--- config.mk ---
export PLATFORM = sky130hd
export DESIGN_NAME = imem_loader_flat
export DESIGN_NICKNAME = d
export VERILOG_FILES = /design/src/rtl/imem_loader_if.sv /design/src/rtl/imem_loader.sv /design/src/flat_wrapper.sv
export SDC_FILE = /design/constraint.sdc
export NUM_CORES = 1
export LEC_CHECK = 0
export ABC_AREA = 1
export BUFFER_PORTS_ARGS = -buffer_cell sky130_fd_sc_hd__buf_2
export CAP_MARGIN = 0
export CORE_MARGIN = 2
export CORE_UTILIZATION = 60
export CTS_BUF_LIST = sky130_fd_sc_hd__clkbuf_2 sky130_fd_sc_hd__clkbuf_4 sky130_fd_sc_hd__clkbuf_8
export DETAILED_ROUTE_END_ITERATION = 8
export PLACE_DENSITY = 0.83
export SLEW_MARGIN = 5
export SYNTH_ARGS = -nofsm -noshare
export SYNTH_HDL_FRONTEND = slang
export SYNTH_SLANG_ARGS = --single-unit
--- constraint.sdc ---
create_clock -name clk -period 2.1 [get_ports clk]
set_input_delay 0.315 -clock clk [delete_from_list [all_inputs] [get_ports clk]]
set_output_delay 0.315 -clock clk [all_outputs]
set_load 0.02 [all_outputs]
--- src/rtl/imem_loader_if.sv ---
// Byte-stream input and instruction-memory write port of the boot loader.
// The loader uses the slave modport; the stream source and memory use the master modport.
interface imem_loader_if;
  logic        rx_valid;
  logic [7:0]  rx_data;
  logic        rx_ready;
  logic        mem_we;
  logic [31:0] mem_addr;
  logic [31:0] mem_wdata;

  modport slave (
    input  rx_valid, rx_data,
    output rx_ready, mem_we, mem_addr, mem_wdata
  );

  modport master (
    output rx_valid, rx_data,
    input  rx_ready, mem_we, mem_addr, mem_wdata
  );
endinterface

--- src/rtl/imem_loader.sv ---
// Boot-time instruction-memory writer: parses a framed LE program image, writes
// words from address 0, and releases the core only after the checksum matches.
module imem_loader #(
  parameter int ADDR_WIDTH = 8
) (
  input  logic          clk,
  input  logic          reset,
  input  logic          reload,
  imem_loader_if.slave  bus,
  output logic          cpu_hold,
  output logic          load_done,
  output logic          load_error
);

  typedef enum logic [2:0] {HDR_LO, HDR_HI, DATA, CSUM, DONE, ERROR} state_t;

  localparam logic [16:0] MAX_WORDS = 17'd1 << ADDR_WIDTH;

  state_t      state_reg, state_next;
  logic [15:0] n_reg, n_next;
  logic [15:0] word_idx_reg, word_idx_next;
  logic [1:0]  lane_reg, lane_next;
  logic [7:0]  sum_reg, sum_next;
  logic        mem_we_reg, mem_we_next;
  logic [31:0] mem_addr_reg, mem_addr_next;
  logic [31:0] mem_wdata_reg, mem_wdata_next;
  logic [7:0]  lane_byte_reg [3];
  logic [15:0] n_full;
  logic        accept;

  assign bus.rx_ready = (state_reg == HDR_LO) || (state_reg == HDR_HI) ||
                        (state_reg == DATA)   || (state_reg == CSUM);
  assign accept       = bus.rx_valid && bus.rx_ready;
  assign n_full       = {bus.rx_data, n_reg[7:0]};

  assign bus.mem_we    = mem_we_reg;
  assign bus.mem_addr  = mem_addr_reg;
  assign bus.mem_wdata = mem_wdata_reg;
  assign cpu_hold      = (state_reg != DONE);
  assign load_done     = (state_reg == DONE);
  assign load_error    = (state_reg == ERROR);

  always_ff @(posedge clk) begin
    if (reset) begin
      state_reg     <= HDR_LO;
      n_reg         <= '0;
      word_idx_reg  <= '0;
      lane_reg      <= '0;
      sum_reg       <= '0;
      mem_we_reg    <= 1'b0;
      mem_addr_reg  <= '0;
      mem_wdata_reg <= '0;
    end else begin
      state_reg     <= state_next;
      n_reg         <= n_next;
      word_idx_reg  <= word_idx_next;
      lane_reg      <= lane_next;
      sum_reg       <= sum_next;
      mem_we_reg    <= mem_we_next;
      mem_addr_reg  <= mem_addr_next;
      mem_wdata_reg <= mem_wdata_next;
    end
  end

  // Lanes 0..2 are buffered; lane 3 comes straight from rx_data into the write word.
  genvar gi;
  generate
    for (gi = 0; gi < 3; gi++) begin : g_lane
      always_ff @(posedge clk) begin
        if (reset)
          lane_byte_reg[gi] <= '0;
        else if (accept && (state_reg == DATA) && (lane_reg == 2'(gi)))
          lane_byte_reg[gi] <= bus.rx_data;
      end
    end
  endgenerate

  always_comb begin
    state_next     = state_reg;
    n_next         = n_reg;
    word_idx_next  = word_idx_reg;
    lane_next      = lane_reg;
    sum_next       = sum_reg;
    mem_we_next    = 1'b0;
    mem_addr_next  = mem_addr_reg;
    mem_wdata_next = mem_wdata_reg;

    case (state_reg)
      HDR_LO: begin
        if (accept) begin
          n_next[7:0] = bus.rx_data;
          state_next  = HDR_HI;
        end
      end
      HDR_HI: begin
        if (accept) begin
          n_next[15:8] = bus.rx_data;
          if ((n_full == 16'd0) || ({1'b0, n_full} > MAX_WORDS)) begin
            state_next = ERROR;
          end else begin
            state_next    = DATA;
            word_idx_next = '0;
            lane_next     = '0;
            sum_next      = '0;
          end
        end
      end
      DATA: begin
        if (accept) begin
          sum_next  = sum_reg + bus.rx_data;
          lane_next = lane_reg + 2'd1;
          if (lane_reg == 2'd3) begin
            mem_we_next    = 1'b1;
            mem_addr_next  = {14'd0, word_idx_reg, 2'b00};
            mem_wdata_next = {bus.rx_data, lane_byte_reg[2], lane_byte_reg[1], lane_byte_reg[0]};
            word_idx_next  = word_idx_reg + 16'd1;
            if (word_idx_reg == n_reg - 16'd1)
              state_next = CSUM;
          end
        end
      end
      CSUM: begin
        if (accept)
          state_next = (bus.rx_data == sum_reg) ? DONE : ERROR;
      end
      DONE, ERROR: begin
        if (reload)
          state_next = HDR_LO;
      end
      default: state_next = HDR_LO;
    endcase
  end

endmodule

--- src/flat_wrapper.sv ---
// flat-port wrapper written by rule: the top's interface ports become plain ports
module imem_loader_flat 
#(
  parameter int ADDR_WIDTH = 8
)
  (clk, reset, reload, cpu_hold, load_done, load_error, bus_rx_valid, bus_rx_data, bus_rx_ready, bus_mem_we, bus_mem_addr, bus_mem_wdata);
  imem_loader_if bus_i ();
  input  logic clk;
  input  logic reset;
  input  logic reload;
  output logic cpu_hold;
  output logic load_done;
  output logic load_error;
  input wire logic [$bits(bus_i.rx_valid)-1:0] bus_rx_valid;
  input wire logic [$bits(bus_i.rx_data)-1:0] bus_rx_data;
  output wire logic [$bits(bus_i.rx_ready)-1:0] bus_rx_ready;
  output wire logic [$bits(bus_i.mem_we)-1:0] bus_mem_we;
  output wire logic [$bits(bus_i.mem_addr)-1:0] bus_mem_addr;
  output wire logic [$bits(bus_i.mem_wdata)-1:0] bus_mem_wdata;
  assign bus_i.rx_valid = bus_rx_valid;
  assign bus_i.rx_data = bus_rx_data;
  assign bus_rx_ready = bus_i.rx_ready;
  assign bus_mem_we = bus_i.mem_we;
  assign bus_mem_addr = bus_i.mem_addr;
  assign bus_mem_wdata = bus_i.mem_wdata;
  imem_loader #(.ADDR_WIDTH(ADDR_WIDTH)) u_core (.clk(clk), .reset(reset), .reload(reload), .bus(bus_i), .cpu_hold(cpu_hold), .load_done(load_done), .load_error(load_error));
endmodule
==> flow_summary.ini, run 1 <==
[critical_path]
crit_top_cell = nand2_1
path_cells = nor2_1 -> nand2_1 -> o21ai_0 -> nand2_1 -> nand2_1 -> nand3_1 -> nor3_1 -> nand2_1 -> nand2_2 -> nand3_1 -> nand2_1 -> nor2_1
cp.arrival_ps = 2270
worst_setup_path_start_kind = flip-flop
reg2reg_depth = 12
timing.rr.start = u_core.n_reg[5]
crit_path_end = u_core.state_reg[0]
path_depth = 12
cp-end-kind = flip-flop
crit_family = simple AND/OR/NAND/NOR gates
cp_data_required_time_ps = 2430
crit_buf_inv = 0
r2r_slack_ps = 150
cp-startpoint = u_core.n_reg[5]
reg2reg_to = u_core.state_reg[0]
cp_max_fo = 5
slowest_stage = dfxtp_1
worstSetupPathType = flip-flop to flip-flop
slowest_delay_ps = 360

[logic_synthesis]
netlist_instances = 748
yosys_warnings = 0
ys_async_sr_fraction = 0
ys_seq_area_frac = 0.450
syn-cell-area_sq_mm = 0.00578
yosys.cell_types.count = 38
syn_avg_cell_area_sq_um = 7.73
synth_seq_cells = 118
synth-edff-count = 24
ys.flop_type = dfxtp_1

[sta]
setup_violations = 0
fin_worst_skew_ps = 11.1
fin_crit_ps = 1950
max_freq_mhz = 514
worst_pin_slew_ps = 640
finalCritPeriodShare = 0.927
hold_violations = 0
slew_headroom = 0.573
drv_slew = 0

[die]
core_area_sq_mm = 0.00928
pin_count = 81
die_area_sq_mm = 0.0104
start_util = 0.623
rows = 35
dieHeight_um = 102
die_w_um = 102

[cells_and_area]
area_growth_pct = 13.7
antenna_cells = 0
nNetsFinal = 844
fillers = 776
fin_util = 0.708
layout-drive-gt1-share = 0.170

[power_and_ir_drop]
power.total_mw = 6.85
ir_drop_mv = 0.548
power.density_mw_per_mm2 = 1040
leakage_nw = 3.05

[grt]
grt_pass1_wl_um = 22700
grtUsageTotal = 0.280
grt_pass1_vias = 4834
antenna_found_initial = 0
grt_max_degree = 41
grt.overflow.total = 0

[cts]
cts_hold_buf = 0
clkSinkCount = 118
cts_buffers = 17
worstSkewPairLatency_ps = 440
clk_pin_slew_ps = 70
htree_levels = 4
clockRootBuffer = clkbuf_8
clockBufferDepth = 2
cts_tree = yes

[placed_design]
globalplace.congestion = 0.978
placement.io_buffers = 64
hpwl_um = 9650

[route]
routedWlPerCell_um = 14.6
drt-total-wl_um = 14000
viasPerCell = 5.47
antenna_left = 0
drtIter0Drc = 499
drt_pre_antenna_iters = 5
vias = 5248
drc = 0

[run]
max-cap-violations = 0

[outcome]
outcome = finished, final reports clean

[hold_path]
hp-class = primary input to flip-flop
-- cell usage in the layout (no fill, tap or decap), drive strengths merged, types with 16 or more instances in the layout --
cell and n:
o21ai 74, a21oi 62, xor2 21, dfxtp 94
nor2 151, buf 88, inv 60, nand2 113
conb 16, nand3 37, edfxtp 24, clkbuf 18
-- worst reg2reg max path, delay by kind of cell, from the launching register on --
| kind | cells | cell delay [ps] |
|---|---|---|
| AOI/OAI and AO/OA | 1 | 260 |
| and+or+nand+nor | 11 | 1210 |
| DFF | 1 | 360 |
-- layout make-up --
cell class	instances	area, sq um	area share
Sequential cell	118	2600	0.396
Clock inverter	14	126	0.0192
Clock buffer	18	248	0.0377
Multi-Input combinational cell	536	2710	0.413
Timing Repair Buffer	88	500	0.0762
Inverter	56	218	0.0331
Tap cell	129	161	0.0246
-- timing repair --
item / in CTS / in global routing
endpoints found under the setup margin: 0 / 20
buffers inserted: 0 / 5
resized for setup: 0 / 11
-- per-stage QoR --
step                setup slack, ps  instances  cell area [sq um]  hold slack, ps  TNS [ps]
finish                          154        959               6570             237         0
detailed placement            -1.24        922               6130             458     -1.24
global route                  -2.92        959               6570             292     -2.92
global placement               53.5        922               6130             456         0
floorplan                       300        763               5840             445         0
CTS                            82.0        954               6500             243         0
-- layer usage --
metal  share of wire  vias up  track usage
met2            0.49      229        0.462
met5               0        -            0
met1            0.42     2440        0.360
met4           0.023        0        0.109
li1                -     2545            -
met3           0.068       34       0.0616
-- how the worst min path moves through the flow --
stage	cells after the start	start	endpoint	slack, ps
2_1_floorplan	2	u_core.sum_reg[0]	u_core.sum_reg[0]	440
3_3_place_gp	2	u_core.sum_reg[6]	u_core.sum_reg[6]	460
3_5_place_dp	2	u_core.sum_reg[5]	u_core.sum_reg[5]	460
4_1_cts	3	bus_rx_data[3]	u_core.n_reg[3]	240
5_1_grt	3	bus_rx_data[2]	u_core.n_reg[2]	290
6_report	3	bus_rx_data[3]	u_core.n_reg[3]	240
-- where the power goes --
part	internal (mW)	leakage, nW	switching (mW)
Clock	0.973	0.182	0.970
Combinational	0.766	1.86	1.48
Sequential	2.49	1.01	0.177
Total	4.23	3.05	2.62
-- cells in the mapped netlist (all sizes together), types with 2 or more instances --
cell type / instances / area [sq um]
xor2: 21 / 184
dfxtp: 94 / 1880
nor2: 151 / 616
inv: 56 / 213
nand2: 113 / 437
edfxtp: 24 / 721
clkbuf: 21 / 81.3
buf: 32 / 248
nor4: 2 / 12.5
a21oi: 62 / 310
o211a: 2 / 20.0
nand3: 37 / 185
or2: 2 / 12.5
nor3: 10 / 50.1
xnor2: 12 / 105
nand3b: 6 / 45.0
nand4: 8 / 50.1
o21ai: 74 / 374
ha: 14 / 175
-- cell families after synthesis --
group	after synthesis	synth area share
simple gates	331	0.246
compound gates	141	0.126
flops	118	0.450
buf+inv	109	0.0937
xor+xnor	33	0.0500
fa+ha+maj	15	0.0338
other cells	1	0.000649
Note: power is estimated with default switching activity, not from simulation.
==> run 2, diff against run 1 <==
--- a/config.mk
+++ b/config.mk
@@ -7,12 +7,12 @@
 export LEC_CHECK = 0
 export ABC_AREA = 1
 export BUFFER_PORTS_ARGS = -buffer_cell sky130_fd_sc_hd__buf_2
-export CAP_MARGIN = 0
+export CAP_MARGIN = 25
 export CORE_MARGIN = 2
-export CORE_UTILIZATION = 60
+export CORE_UTILIZATION = 55
 export CTS_BUF_LIST = sky130_fd_sc_hd__clkbuf_2 sky130_fd_sc_hd__clkbuf_4 sky130_fd_sc_hd__clkbuf_8
 export DETAILED_ROUTE_END_ITERATION = 8
-export PLACE_DENSITY = 0.83
+export PLACE_DENSITY = 0.77
 export SLEW_MARGIN = 5
 export SYNTH_ARGS = -nofsm -noshare
 export SYNTH_HDL_FRONTEND = slang
==> flow_summary.ini, run 2 (same netlist as run 1, synthesis figures left out) <==
[outcome]
outcome = finished, final reports clean

[hold_path]
min_from = bus_rx_data[0]
hp-class = primary input to flip-flop
min_to = u_core.n_reg[0]
hold-path-cell-count = 3

[cells_and_area]
regArea_sq_mm = 0.00260
nNetsFinal = 838
multi_input_area_sq_mm = 0.00271
final_cell_mix = 142 x nor2_1, 109 x nand2_1, 93 x dfxtp_1, 67 x o21ai_0, 64 x buf_2
layout_commonest_cell = nor2_1
antenna_cells = 0
area_growth_pct = 13.9
layout.cells.non_filler = 960
fillers = 881
layout-drive-gt1-share = 0.167

[sta]
fin_setup_tns_ps = 0
drv_slew = 0
fin_ws_ps = 169
worst_pin_slew_ps = 639
rsz0062_at_grt = no
slew_headroom = 0.573
max_freq_mhz = 518
finalCritPeriodShare = 0.919
hold_violations = 0
whs_ps = 226
setup_violations = 0
fin_worst_skew_ps = 12.5
fin_crit_ps = 1930

[power_and_ir_drop]
leakage_nw = 3.06
power.density_mw_per_mm2 = 1080
power.total_mw = 7.10
ir_drop_mv = 0.470

[critical_path]
worstSetupPathType = flip-flop to flip-flop
cp-end-kind = flip-flop
cp_max_fo = 5
reg2reg_depth = 12
worst_setup_path_start_kind = flip-flop
timing.rr.start = u_core.n_reg[0]
reg2reg_to = u_core.state_reg[1]
cp_data_required_time_ps = 2440
cp.arrival_ps = 2270
r2r_slack_ps = 170

[grt]
grt_pass1_wl_um = 22600
gr-usage-met2 = 0.429
grt.overflow.total = 0
gr-usage-met3 = 0.0576
grtUsageTotal = 0.250
grt_max_degree = 49
top_usage_layer = met2
antenna_found_initial = 0
grtUsageMet1 = 0.306
grt_pass1_vias = 4883

[die]
die_w_um = 107
die_area_sq_mm = 0.0113
core_area_sq_mm = 0.0103
start_util = 0.562
rows = 37
pin_count = 81
dieHeight_um = 107

[route]
vias = 5138
drt-total-wl_um = 13700
drt_pre_antenna_iters = 6
antenna_left = 0
routedWlPerCell_um = 14.2
drtIter0Drc = 388
viasPerCell = 5.35
drc = 0

[cts]
clkSinkCount = 118
clockRootBuffer = clkbuf_8
clockBufferDepth = 2
clk_pin_slew_ps = 70
htree_levels = 4
cts_tree = yes
cts_setup_buffers = 0
cts_buffers = 17
worstSkewPairLatency_ps = 440

[placed_design]
hpwl_um = 9540
placement.io_buffers = 64
dp_cells = 928
globalplace.congestion = 0.942
pre_cts_ws_ps = 26.5

[run]
max-cap-violations = 0
-- run 2: area by class of cell --
type / instances / area share
Multi-Input combinational cell: 536 / 0.411
Clock inverter: 10 / 0.0234
Inverter: 56 / 0.0323
Clock buffer: 22 / 0.0422
Timing Repair Buffer: 82 / 0.0692
Sequential cell: 118 / 0.396
Tap cell: 136 / 0.0259
-- run 2: repair_timing --
action,in CTS,in global routing
hold endpoints to repair,0,0
endpoints found under the setup margin,0,6
hold buffers,0,0
gates resized for setup,0,7
-- run 2: metrics by stage --
step,util,cell area (sq um)
floorplan,-,5840
global placement,0.597,6130
detailed placement,0.597,6130
CTS,0.639,6560
global route,0.640,6580
finish,0.640,6580
-- run 2: how the worst max path moves through the flow --
stage | start | endpoint
finish | u_core.n_reg[0] | u_core.state_reg[1]
global route | u_core.n_reg[0] | u_core.state_reg[1]
floorplan | bus_rx_data[0] | u_core.sum_reg[6]
CTS | u_core.n_reg[0] | u_core.state_reg[1]
global placement | bus_rx_data[0] | u_core.sum_reg[6]
detailed placement | bus_rx_data[0] | u_core.sum_reg[6]
-- run 2: metal layers --
metal	vias up	part of all wire	wire length [um]
met3	29	0.056	766
li1	2533	-	-
met4	0	0.020	267
met2	167	0.49	6630
met5	-	0	0
met1	2409	0.44	6000
-- run 2: critical path, cell delays in order, from the launching register on --
cell	delay (ps)
dfxtp_2	340
inv_2	80
ha_1	210
inv_1	80
nor2_2	190
xor2_1	190
nand3_1	100
nor3_1	180
nand2_1	110
nand2_2	120
nand3b_1	100
nand2_1	70
inv_1	40
-- run 2: power breakdown --
part	switching (mW)	leakage (nW)	internal (mW)	total, mW
logic	1.44	1.83	0.743	2.18
clock network	0.906	0.228	1.37	2.27
registers	0.152	1.01	2.49	2.65
